<file path="config.mk">
export PLATFORM = sky130hd
export DESIGN_NAME = gg_nal_slice_ctrl_flat
export DESIGN_NICKNAME = d
export VERILOG_FILES = /design/src/rtl/gg_nal_slice_ctrl_pkg.sv /design/src/rtl/gg_nal_slice_ctrl_if.sv /design/src/rtl/gg_nal_slice_ctrl_rec_fifo.sv /design/src/rtl/gg_nal_slice_ctrl.sv /design/src/flat_wrapper.sv
export SDC_FILE = /design/constraint.sdc
export NUM_CORES = 1
export LEC_CHECK = 0
export CAP_MARGIN = 30
export CORE_MARGIN = 4
export CORE_UTILIZATION = 40
export CTS_CLUSTER_SIZE = 10
export DETAILED_ROUTE_END_ITERATION = 6
export GPL_TIMING_DRIVEN = 0
export PLACE_DENSITY = 0.6
export SKIP_LAST_GASP = 1
export SYNTH_ARGS = -nofsm -noshare
export SYNTH_HDL_FRONTEND = slang
export SYNTH_SLANG_ARGS = --single-unit
</file>
<file path="constraint.sdc">
create_clock -name clk -period 6.86 [get_ports clk]
set_input_delay 1.029 -clock clk [delete_from_list [all_inputs] [get_ports clk]]
set_output_delay 1.029 -clock clk [all_outputs]
set_load 0.005 [all_outputs]
</file>
<file path="src/rtl/gg_nal_slice_ctrl_pkg.sv">
// Shared types for the NAL/slice sequencer: FSM state encoding and the
// slice record that is queued to the CABAC/MB scheduler.
package gg_nal_ctrl_pkg;

  typedef enum logic [2:0] {
    ST_IDLE,
    ST_SEED,
    ST_SEEK,
    ST_SLICE,
    ST_ABORT
  } nal_ctrl_state_t;

  typedef struct packed {
    logic        abort;
    logic [31:0] start_off;
    logic [31:0] end_off;
    logic [31:0] len;
  } slice_rec_t;

  localparam int REC_W = $bits(slice_rec_t);

  // Builds a record; the length wraps modulo 2^32 like the offsets.
  function automatic slice_rec_t make_rec(input logic        abort,
                                          input logic [31:0] start_off,
                                          input logic [31:0] end_off);
    slice_rec_t r;
    r.abort     = abort;
    r.start_off = start_off;
    r.end_off   = end_off;
    r.len       = end_off - start_off;
    return r;
  endfunction

endpackage

</file>
<file path="src/rtl/gg_nal_slice_ctrl_if.sv">
// Lattice-side flags and the slice record valid/ready channel.
// master = sequencer side, slave = lattice/consumer side.
interface gg_nal_slice_ctrl_if #(
  parameter int WIDTH = 32
);
  import gg_nal_ctrl_pkg::*;

  localparam int BYTE_WIDTH = WIDTH / 8;

  logic                  in_valid;
  logic [BYTE_WIDTH-1:0] nal_start;
  logic [BYTE_WIDTH-1:0] slice_start;
  logic [BYTE_WIDTH-1:0] slice_end;
  logic                  rec_valid;
  logic                  rec_ready;
  slice_rec_t            rec_data;

  modport master (
    input  in_valid, slice_start, slice_end, rec_ready,
    output nal_start, rec_valid, rec_data
  );

  modport slave (
    output in_valid, slice_start, slice_end, rec_ready,
    input  nal_start, rec_valid, rec_data
  );

endinterface

</file>
<file path="src/rtl/gg_nal_slice_ctrl_rec_fifo.sv">
// Synchronous first-word-fall-through FIFO for slice records. A push is
// accepted when not full, or when full and a pop happens in the same cycle.
module gg_slice_rec_fifo #(
  parameter int  DEPTH = 4,
  parameter type T     = logic
) (
  input  logic clk,
  input  logic reset,
  input  logic push,
  input  T     push_data,
  input  logic pop,
  output T     pop_data,
  output logic full,
  output logic empty
);

  localparam int AW = (DEPTH > 1) ? $clog2(DEPTH) : 1;

  T              mem [DEPTH];
  logic [AW-1:0] wr_ptr;
  logic [AW-1:0] rd_ptr;
  logic [AW:0]   count;
  logic          do_push;
  logic          do_pop;

  assign empty   = (count == '0);
  assign full    = (count == (AW+1)'(DEPTH));
  assign do_pop  = pop && !empty;
  assign do_push = push && (!full || do_pop);

  // Pointer and occupancy tracking.
  always_ff @(posedge clk) begin
    // NOTE: sequential state uses non-blocking assignments so every register samples pre-edge values.
    if (reset) begin
      wr_ptr <= '0;
      rd_ptr <= '0;
      count  <= '0;
    end else begin
      if (do_push) wr_ptr <= wr_ptr + AW'(1);
      if (do_pop)  rd_ptr <= rd_ptr + AW'(1);
      count <= count + (AW+1)'(do_push) - (AW+1)'(do_pop);
    end
  end

  // Record storage write.
  always_ff @(posedge clk) begin
    // NOTE: the storage array is deliberately not reset; pointers and count alone define which entries are valid.
    if (do_push) mem[wr_ptr] <= push_data;
  end

  // Head-of-queue read, forced to zero while empty.
  always_comb begin
    // NOTE: every combinational output gets a default first so no path infers a latch.
    pop_data = '0;
    if (!empty) pop_data = mem[rd_ptr];
  end

endmodule

</file>
<file path="src/rtl/gg_nal_slice_ctrl.sv">
// NAL/slice sequencer: seeds the NAL lattice, tracks slice start/end byte
// flags, stamps slices with absolute byte offsets, aborts hung slices via a
// watchdog and queues slice records downstream.
// Optional feature macro: GG_NAL_SLICE_CTRL_STATS_EN (adds stat_slices/stat_aborts).
module gg_nal_slice_ctrl
  import gg_nal_ctrl_pkg::*;
#(
  parameter int WIDTH        = 32,
  parameter int REC_DEPTH    = 4,
  parameter int MAX_SLC_WRDS = 4096
) (
  input  logic                       clk,
  input  logic                       reset,
  input  logic                       go,
  input  logic                       stop,
  gg_nal_slice_ctrl_if.master        bus,
  output logic                       busy,
  output logic [2:0]                 err_sticky
`ifdef GG_NAL_SLICE_CTRL_STATS_EN
  ,
  output logic [31:0]                stat_slices,
  output logic [15:0]                stat_aborts
`endif
);

  localparam int            BW        = WIDTH / 8;
  localparam int            IW        = (BW > 1) ? $clog2(BW) : 1;
  localparam int            WW        = (MAX_SLC_WRDS > 1) ? $clog2(MAX_SLC_WRDS) : 1;
  localparam logic [WW-1:0] WDOG_LAST = WW'(MAX_SLC_WRDS - 1);
  localparam logic [BW-1:0] SEED_FLAG = BW'(1) << (BW - 1);

  nal_ctrl_state_t state, state_nx;
  logic [29:0]     wcnt;
  logic [WW-1:0]   wdog;
  logic [31:0]     start_off;
  logic            stop_pend;

  logic            s_any, e_any, lo_any, hi_any, s_multi;
  logic [IW-1:0]   s_idx, e_idx, lo_idx;
  logic [31:0]     word_base, s_off, e_off, lo_off;

  logic            push, start_ld, wdog_clr, set_orphan, set_multi;
  logic [31:0]     start_new;
  slice_rec_t      push_rec;
  logic            fifo_full, fifo_empty, pop, overflow;
  logic            go_ok, stop_eff;

  assign busy      = (state != ST_IDLE);
  assign go_ok     = (state == ST_IDLE) && go;
  assign stop_eff  = stop_pend || stop;
  assign word_base = 32'(wcnt) * 32'(BW);
  assign s_off     = word_base + 32'(BW - 1) - 32'(s_idx);
  assign e_off     = word_base + 32'(BW - 1) - 32'(e_idx);
  assign lo_off    = word_base + 32'(BW - 1) - 32'(lo_idx);

  // State register.
  always_ff @(posedge clk) begin
    if (reset) state <= ST_IDLE;
    else       state <= state_nx;
  end

  // Priority encoders: highest set bit is the earliest byte in the word.
  always_comb begin
    s_any   = |bus.slice_start;
    e_any   = |bus.slice_end;
    s_idx   = '0;
    e_idx   = '0;
    lo_any  = 1'b0;
    lo_idx  = '0;
    for (int i = 0; i < BW; i++) begin
      if (bus.slice_start[i]) s_idx = IW'(i);
      if (bus.slice_end[i])   e_idx = IW'(i);
    end
    // Earliest start that follows the end byte in the same word.
    for (int i = 0; i < BW; i++) begin
      if (bus.slice_start[i] && (IW'(i) < e_idx)) begin
        lo_any = 1'b1;
        lo_idx = IW'(i);
      end
    end
    hi_any  = s_any && (s_idx >= e_idx);
    s_multi = (bus.slice_start & (bus.slice_start - BW'(1))) != '0;
  end

  // Next-state, seeding, record push and error-flag decisions.
  always_comb begin
    state_nx      = state;
    bus.nal_start = '0;
    push          = 1'b0;
    push_rec      = '0;
    start_ld      = 1'b0;
    start_new     = s_off;
    wdog_clr      = 1'b0;
    set_orphan    = 1'b0;
    set_multi     = 1'b0;
    unique case (state)
      ST_IDLE: if (go) state_nx = ST_SEED;
      ST_SEED, ST_ABORT: begin
        if (bus.in_valid && !stop_eff) bus.nal_start = SEED_FLAG;
        if (stop_eff)          state_nx = ST_IDLE;
        else if (bus.in_valid) state_nx = ST_SEEK;
      end
      ST_SEEK: begin
        if (stop) begin
          state_nx = ST_IDLE;
        end else if (bus.in_valid) begin
          set_orphan = e_any;
          if (s_any) begin
            set_multi = s_multi;
            start_ld  = 1'b1;
            wdog_clr  = 1'b1;
            state_nx  = ST_SLICE;
          end
        end
      end
      ST_SLICE: begin
        if (bus.in_valid && e_any) begin
          push      = 1'b1;
          push_rec  = make_rec(1'b0, start_off, e_off);
          set_multi = hi_any;
          if (stop_eff) begin
            state_nx = ST_IDLE;
          end else if (lo_any) begin
            start_ld  = 1'b1;
            start_new = lo_off;
            wdog_clr  = 1'b1;
          end else begin
            state_nx = ST_SEEK;
          end
        end else if (bus.in_valid) begin
          set_multi = s_any;
          if (wdog == WDOG_LAST) begin
            push     = 1'b1;
            push_rec = make_rec(1'b1, start_off, word_base);
            state_nx = ST_ABORT;
          end
        end
      end
      default: state_nx = ST_IDLE;
    endcase
  end

  // Word counter, watchdog, slice start offset and pending stop.
  always_ff @(posedge clk) begin
    if (reset) begin
      wcnt      <= '0;
      wdog      <= '0;
      start_off <= '0;
      stop_pend <= 1'b0;
    end else begin
      if (go_ok)                                wcnt <= '0;
      else if (busy && bus.in_valid)            wcnt <= wcnt + 30'd1;
      if (wdog_clr)                             wdog <= '0;
      else if (state == ST_SLICE && bus.in_valid) wdog <= wdog + WW'(1);
      if (start_ld)                             start_off <= start_new;
      if (state_nx == ST_IDLE)                  stop_pend <= 1'b0;
      else if (state == ST_SLICE && stop)       stop_pend <= 1'b1;
    end
  end

  // Sticky error flags {overflow, orphan_end, multi_start}.
  always_ff @(posedge clk) begin
    if (reset || go_ok) err_sticky <= '0;
    else                err_sticky <= err_sticky | {overflow, set_orphan, set_multi};
  end

  assign pop           = bus.rec_ready && !fifo_empty;
  assign overflow      = push && fifo_full && !pop;
  assign bus.rec_valid = !fifo_empty;

  gg_slice_rec_fifo #(
    .DEPTH (REC_DEPTH),
    .T     (slice_rec_t)
  ) u_rec_fifo (
    .clk       (clk),
    .reset     (reset),
    .push      (push),
    .push_data (push_rec),
    .pop       (pop),
    .pop_data  (bus.rec_data),
    .full      (fifo_full),
    .empty     (fifo_empty)
  );

`ifdef GG_NAL_SLICE_CTRL_STATS_EN
  // Saturating counts of pushed records and watchdog aborts.
  always_ff @(posedge clk) begin
    if (reset || go_ok) begin
      stat_slices <= '0;
      stat_aborts <= '0;
    end else if (push) begin
      if (stat_slices != '1)                    stat_slices <= stat_slices + 32'd1;
      if (push_rec.abort && stat_aborts != '1)  stat_aborts <= stat_aborts + 16'd1;
    end
  end
`endif

endmodule
</file>
<file path="src/flat_wrapper.sv">
// flat-port wrapper written by rule: the top's interface ports become plain ports
module gg_nal_slice_ctrl_flat import gg_nal_ctrl_pkg::*;
#(
  parameter int WIDTH        = 32,
  parameter int REC_DEPTH    = 4,
  parameter int MAX_SLC_WRDS = 4096
)
  (clk, reset, go, stop, busy, err_sticky, bus_in_valid, bus_slice_start, bus_slice_end, bus_rec_ready, bus_nal_start, bus_rec_valid, bus_rec_data);
  gg_nal_slice_ctrl_if #(.WIDTH(WIDTH)) bus_i ();
  input  logic clk;
  input  logic reset;
  input  logic go;
  input  logic stop;
  output logic busy;
  output logic [2:0] err_sticky;
  input wire logic [$bits(bus_i.in_valid)-1:0] bus_in_valid;
  input wire logic [$bits(bus_i.slice_start)-1:0] bus_slice_start;
  input wire logic [$bits(bus_i.slice_end)-1:0] bus_slice_end;
  input wire logic [$bits(bus_i.rec_ready)-1:0] bus_rec_ready;
  output wire logic [$bits(bus_i.nal_start)-1:0] bus_nal_start;
  output wire logic [$bits(bus_i.rec_valid)-1:0] bus_rec_valid;
  output wire logic [$bits(bus_i.rec_data)-1:0] bus_rec_data;
  assign bus_i.in_valid = bus_in_valid;
  assign bus_i.slice_start = bus_slice_start;
  assign bus_i.slice_end = bus_slice_end;
  assign bus_i.rec_ready = bus_rec_ready;
  assign bus_nal_start = bus_i.nal_start;
  assign bus_rec_valid = bus_i.rec_valid;
  assign bus_rec_data = bus_i.rec_data;
  gg_nal_slice_ctrl #(.WIDTH(WIDTH), .REC_DEPTH(REC_DEPTH), .MAX_SLC_WRDS(MAX_SLC_WRDS)) u_core (.clk(clk), .reset(reset), .go(go), .stop(stop), .bus(bus_i), .busy(busy), .err_sticky(err_sticky));
endmodule
</file>
==> results of run 1 <==
## registers in the layout, indices dropped and copies added (netlist names), named ones only
| signal | count |
|---|---|
| u_core.stop_pend | 1 |
| u_core.state | 3 |
| u_core.wdog | 12 |
| u_core.u_rec_fifo.mem | 388 |
| u_core.err_sticky | 3 |
| u_core.u_rec_fifo.rd_ptr | 2 |
| u_core.start_off | 32 |
| u_core.u_rec_fifo.wr_ptr | 2 |
| u_core.u_rec_fifo.count | 3 |
| u_core.wcnt | 30 |
## cells by family (layout without fill, tap and decap cells)
family                   count (synthesis)  after routing  synth area share (%)
AND/OR/NAND/NOR                        505            505                 11.78
flip-flops                             478            478                 61.25
AO/OA/AOI/OAI                          278            278                 8.061
buffers and inverters                  158            383                 2.905
multiplexers                           132            132                 11.55
XOR/XNOR                                47             47                 1.874
adder cells (fa/ha/maj)                 44             44                 2.564
other                                    1              8               0.01707
## worst reg2reg max path, cell delays in order (launching register included)
cell and delay (ns):
dfxtp_1 0.36, ha_1 0.20, nand4_1 0.33, nor4_4 0.77, nand2_4 0.28, clkinv_2 0.16
nor2_2 0.12, nor2_4 0.27, and2_4 0.70, buf_16 0.34
## power groups by stage
stage / registers [uW] / logic [uW] / clock network (uW)
detailed placement: 3180 / 2140 / 0
CTS: 3120 / 2150 / 2730
global placement: 3180 / 2120 / 0
finish: 3120 / 2080 / 2670
floorplan: 3180 / 1050 / 0
global route: 3120 / 2270 / 2840
## synthesized netlist by cell type (all sizes together), types with 5 or more instances
library cell / count / area share, %
edfxtp: 388 / 53
nor2: 175 / 3.1
and2: 109 / 3.1
a21oi: 99 / 2.3
mux4: 97 / 9.9
dfxtp: 90 / 8.2
clkbuf: 72 / 1.2
nand2: 72 / 1.3
inv: 59 / 1.0
o21ai: 53 / 1.2
ha: 41 / 2.3
and3: 38 / 1.1
mux2i: 34 / 1.5
xor2: 33 / 1.3
nand4: 29 / 0.83
buf: 26 / 0.64
nand3: 19 / 0.43
nor3: 16 / 0.36
xnor2: 14 / 0.56
a21o: 12 / 0.41
a211oi: 11 / 0.38
a221oi: 11 / 0.44
o22ai: 11 / 0.31
o211ai: 8 / 0.27
o21a: 8 / 0.27
o31ai: 8 / 0.27
or3: 8 / 0.23
nand2b: 7 / 0.20
o22a: 7 / 0.28
a21boi: 6 / 0.22
and4: 6 / 0.24
a22oi: 5 / 0.17
a31oi: 5 / 0.14
nor2b: 5 / 0.14
o21bai: 5 / 0.17
## layer usage
metal  track usage, %  up-vias  part of all wire, %  routed length [um]
met1            28.04     7231                   46               27100
met5                0        -                    0                   0
li1                 -     6582                    -                   -
met4            4.849        0                  2.2                1272
met3            3.088       84                  4.4                2577
met2            31.68      372                   47               27960
## cells in the final DEF (no fill, tap or decap), types with 9 or more instances in the layout
cell type / count
a21oi_1: 99
dfxtp_1: 90
a221oi_1: 11
o22ai_1: 11
a211oi_1: 11
buf_2: 9
nand3_1: 19
nand2_1: 71
a21o_1: 12
nor2_1: 172
clkbuf_1: 112
xnor2_1: 14
clkdlybuf4s50_1: 115
edfxtp_1: 388
nor3_1: 16
mux4_2: 97
o21ai_0: 51
xor2_1: 33
inv_1: 59
and3_1: 38
clkbuf_16: 55
ha_1: 41
and2_1: 104
mux2i_1: 34
buf_1: 10
nand4_1: 29
## through the flow
stage,util (%),instances,setup TNS (ns),instance area (um2),setup WS [ns]
after CTS,47.61,2565,0,25770,1.608
after detailed placement,44.60,2463,0,24150,1.462
after global routing,47.63,2566,0,25780,1.491
after global placement,44.32,2456,-681.49,23990,-1.801
final,47.65,2571,0,25790,1.777
after floorplan,-,1645,0,21970,1.458
## cell type report
cell class,instances,area (um2),share of cell area [%]
buffer,98,411.6,1.596
timing repair buffer,123,1300,5.040
sequential,478,13450,52.15
multi-input combinational,1009,7895,30.61
inverter,60,226.5,0.8780
clock buffer,99,1582,6.131
clock inverter,3,43.79,0.1698
antenna,5,12.51,0.04851
tap,696,870.8,3.376
## path summary, 6_finish.rpt
kind / start / endpoint / slack, ns / depth (start not counted)
worst max-delay path: register / bus_rec_data[90] / 1.78 / 6
worst min-delay path: u_core.start_off[9] / u_core.start_off[9] / 0.49 / 2
worst max register to register: u_core.wdog[0] / u_core.u_rec_fifo.mem[1][45] / 2.87 / 9
worst min register to register: u_core.start_off[9] / u_core.start_off[9] / 0.49 / 2
==> results.md, run 1 <==
- Worst endpoint required time: 5.83 ns
- Clk root buf: clkbuf_16
- RD Place Congestion: 0.9605
- Setup bufs post-CTS: 0
- Crit path cell chain: clkbuf_1 -> clkbuf_1 -> buf_1 -> mux4_2 -> and2_1 -> clkdlybuf4s50_1
- Seq pwr share: 39.7%
- Worst slew margin: 27.66%
- Routed wire length: 58.91 mm
- PostCTS Resize Cnt: 0
- Synthesis warning total: 0
- Slew @ Worst Pin: 1.076 ns
- CTS tree: built
- Share of async-settable or async-resettable flops after synthesis: 0%
- CP peak stage delay: 0.73 ns
- RSZ-0062 raised after global routing: false
- Final nets: 1882
- Synth-to-layout area growth: 17.44%
- Detail Route Antenna Nets: 0
- Clock share of power: 33.9%
- Mapped cell area: 21960 um2
- Power Density: 305.2 nW/um2
- Buf/Inv on CP: 4
- Maximum buffer depth of the clock tree: 3
- Leak: 0.008977 uW
- EDFF count, synth: 388
- Switch share: 24.99%
- Starting density of the core: 40.57%
- Core area: 54130 um2
- Die Y: 242.3 um
- Combinational fraction of design power: 26.4%
- Clk slew on worst S/H paths: 0.07 ns
- Final period util: 74.09%
- Power consumption: 7871 uW
- Cell internal pwr: 5904 uW
- Crit path DAT: 4.05 ns
- Psw: 1967 uW
- First-pass GRT wire length: 88.76 mm
- Initial antenna violation count: 0
- Drc violations: 0
- Sequential share of the synthesized area: 61.25%
- Worst clock skew on the final layout: 0.03103 ns
- Gate Count Post-Synth: 1643
- Final HPWL DP: 41.44 mm
- Routed len/inst: 22.91 um
- All-Layer GR Usage: 19.62%
- Startpoint class of the critical path: register
- Status: finished clean
- Worst Hold Class: register to register
- Max-cap violations: 0
- Yosys cell types: 77
- Endpoint class of the critical path: output port
- Critical Path Most Common Cell: clkbuf_1
- WHS: 0.4879 ns
- Clock buffers created by TritonCTS: 55
- CTS H-tree depth: 2
- Max-slew violations: 0
- Clock Latency Late Sink: 0.60 ns
- Flops & latches, synth: 478
- Port buffer count: 115
- Die Wd: 242.3 um
- Fmax achieved: 0.1967 GHz
- Hold_buf cts: 0
- Slowest CP cell: clkbuf_1
- Setup Crit Path Kind: register to output port
- Total grt overflow: 0
- Min Tclk post-route: 5.083 ns
- Setup violations, final: 0
- Fillers: 4791
- Vias in the first global route: 14150
- Worst-case vdd ir drop: 0.0002100 V
- Drt first pass iters: 5
- Sink Count: 478
- Share of layout cells above drive strength 1: 11.18%
- Final Hold Viols: 0
- Mean Syn Cell Area: 13.37 um2
- Top-level I/O count: 120
- Die Area: 58720 um2
- Synth Flop Type: edfxtp_1
- Initial drt markers: 1257
- Crit Path Max Fanout: 10
- Largest net degree at the start of global routing: 52
- Vias per cell: 5.550
- Worst path top cell family by delay: buffers and inverters
- Cell Rows: 85
- Vias: 14270
Power figures use the tool's default switching activity.
==> inputs of run 2 (changes only) <==
PLACE_DENSITY = 0.62   (was 0.6)
clock period = 4.3 ns   (was 6.86 ns; I/O delays follow)
==> results.md, run 2 (same netlist as run 1, synthesis figures left out) <==
- Routed len/inst: 22.75 um
- Drc violations: 0
- Vias: 14290
- Clock buffers created by TritonCTS: 55
- Final period util: 95.58%
- FF-to-FF Start: u_core.wcnt[6]
- First-pass GRT wire length: 88.45 mm
- Fillers: 4770
- FF-to-FF setup slack: 0.44 ns
- RD Place Congestion: 0.9886
- Die Area: 58720 um2
- Startpoint class of the critical path: register
- Hold path depth: 2
- CP peak stage delay: 0.84 ns
- Share of layout cells above drive strength 1: 11.38%
- Min Tclk post-route: 4.110 ns
- Final HPWL DP: 41.13 mm
- R2R depth: 9
- Top-level I/O count: 120
- Critical R2R Capture: u_core.u_rec_fifo.mem[1][21]
- Initial antenna violation count: 4
- Routed wire length: 58.41 mm
- Worst endpoint required time: 3.65 ns
- Vias in the first global route: 14300
- All-Layer GR Usage: 19.57%
- Detail Route Antenna Nets: 0
- Maximum buffer depth of the clock tree: 3
- Drt first pass iters: 5
- Cell Rows: 85
- RSZ-0062 raised after global routing: false
- Starting density of the core: 40.57%
- Die Y: 242.3 um
- Max reg flops: 388
- Power Density: 486.3 nW/um2
- Clk slew on worst S/H paths: 0.05 ns
- Max-cap violations: 0
- Final Hold Viols: 0
- Die Wd: 242.3 um
- Status: finished clean
- Slowest CP cell: dfxtp_1
- Largest net degree at the start of global routing: 52
- Final nets: 1881
- Total grt overflow: 0
- Worst clock skew on the final layout: 0.02816 ns
- ANT cells: 0
- Worst path top cell family by delay: buffers and inverters
- Final core utilization: 47.67%
- Vias per cell: 5.565
- Hold Startpoint: u_core.err_sticky[0]
- Leak: 0.008994 uW
- Synth-to-layout area growth: 17.50%
- Hold_buf cts: 0
- Crit path DAT: 3.47 ns
- Setup Crit Path Kind: register to output port
- Commonest non-fill, non-tap cells in the layout: 388 x edfxtp_1, 172 x nor2_1, 115 x clkdlybuf4s50_1
- Clock Latency Late Sink: 0.60 ns
- Crit path cell chain: clkbuf_2 -> clkbuf_1 -> mux4_2 -> and2_1 -> clkdlybuf4s50_1
- Biggest regs: u_core.u_rec_fifo.mem (388), u_core.start_off (32), u_core.wcnt (30)
- Endpoint class of the critical path: output port
- Worst Hold Class: register to register
- Clk root buf: clkbuf_16
- CTS H-tree depth: 2
- Initial drt markers: 1082
- Fmax achieved: 0.2433 GHz
- Commonest non-fill, non-tap cell in the layout: edfxtp_1
- WHS Endpoint: u_core.err_sticky[0]
- CTS tree: built
- WHS: 0.4891 ns
- Setup violations, final: 0
- Crit Path Max Fanout: 10
- Worst slew margin: 39.01%
- Port buffer count: 115
- Sink Count: 478
- Most flops, register: u_core.u_rec_fifo.mem
- Max-slew violations: 0
- Worst-case vdd ir drop: 0.0003392 V
- Core area: 54130 um2
- Buf/Inv on CP: 3
- Slew @ Worst Pin: 0.9071 ns
==> run 2: cell types whose count changed in the layout (fill, tap and decap cells not counted), moves of 2 or more <==
cell       previous run  this run
buf_1                10         8
diode_2               5         0
clkbuf_16            55        58
buf_4                 8        10
clkbuf_8              4         0
==> run 2: final cells by class <==
class                      count  area [um2]  share of cell area [%]
sequential                   478       13450                   52.13
multi-input combinational   1009        7895                   30.59
clock buffer                 100        1609                   6.235
timing repair buffer         124        1304                   5.052
tap                          696       870.8                   3.374
buffer                        96       414.1                   1.605
inverter                      60       226.5                  0.8775
clock inverter                 4       33.78                  0.1309
==> run 2: per-stage QoR <==
step | cells | instance area [um2] | total power, uW | setup WS [ns] | TNS, ns
2_1_floorplan | 1645 | 21980 | 6742 | 0.3589 | 0
3_3_place_gp | 2456 | 24000 | 8451 | -1.881 | -725.53
3_5_place_dp | 2463 | 24150 | 8482 | -0.6932 | -202.85
4_1_cts | 2565 | 25790 | 12760 | 0.04795 | 0
5_1_grt | 2567 | 25810 | 13170 | 0.06059 | 0
6_report | 2567 | 25810 | 12550 | 0.1899 | 0
==> run 2: power breakdown <==
part / internal, uW / switching [uW]
logic: 1930 / 1330
registers: 4960 / 54.2
clock network: 2500 / 1760
total: 9400 / 3150
==> run 2: metal layers <==
| metal | share of wire, % | track usage, % |
|---|---|---|
| met4 | 2.8 | 6.010 |
| met5 | 0 | 0 |
| met1 | 44 | 26.94 |
| met2 | 48 | 31.94 |
| met3 | 5.6 | 3.431 |
==> run 2: worst reg2reg max path, delay by kind of cell, from the launching register on <==
| family | cells | cell delay [ns] |
|---|---|---|
| adder cells (fa/ha/maj) | 1 | 0.31 |
| flip-flops | 1 | 0.37 |
| buffers and inverters | 1 | 0.38 |
| AND/OR/NAND/NOR | 3 | 0.76 |
| AO/OA/AOI/OAI | 4 | 1.71 |
==> run 2: repair_timing <==
item	in CTS	in global routing
gates resized for setup	5	0
buffers inserted	0	1
pin swaps	3	1
setup endpoints to repair	249	202
==> run 2: worst max-delay path by stage <==
| stage | end | startpoint | cells past startpoint |
|---|---|---|---|
| 6_report | bus_rec_data[81] | register | 5 |
| 5_1_grt | bus_rec_data[66] | register | 5 |
| 4_1_cts | u_core.u_rec_fifo.mem[3][40] | bus_slice_end[3] | 10 |
| 3_5_place_dp | u_core.u_rec_fifo.mem[3][68] | bus_slice_end[3] | 10 |
| 3_3_place_gp | u_core.u_rec_fifo.mem[1][72] | bus_slice_end[3] | 9 |
| 2_1_floorplan | u_core.u_rec_fifo.mem[0][0] | bus_slice_end[1] | 8 |
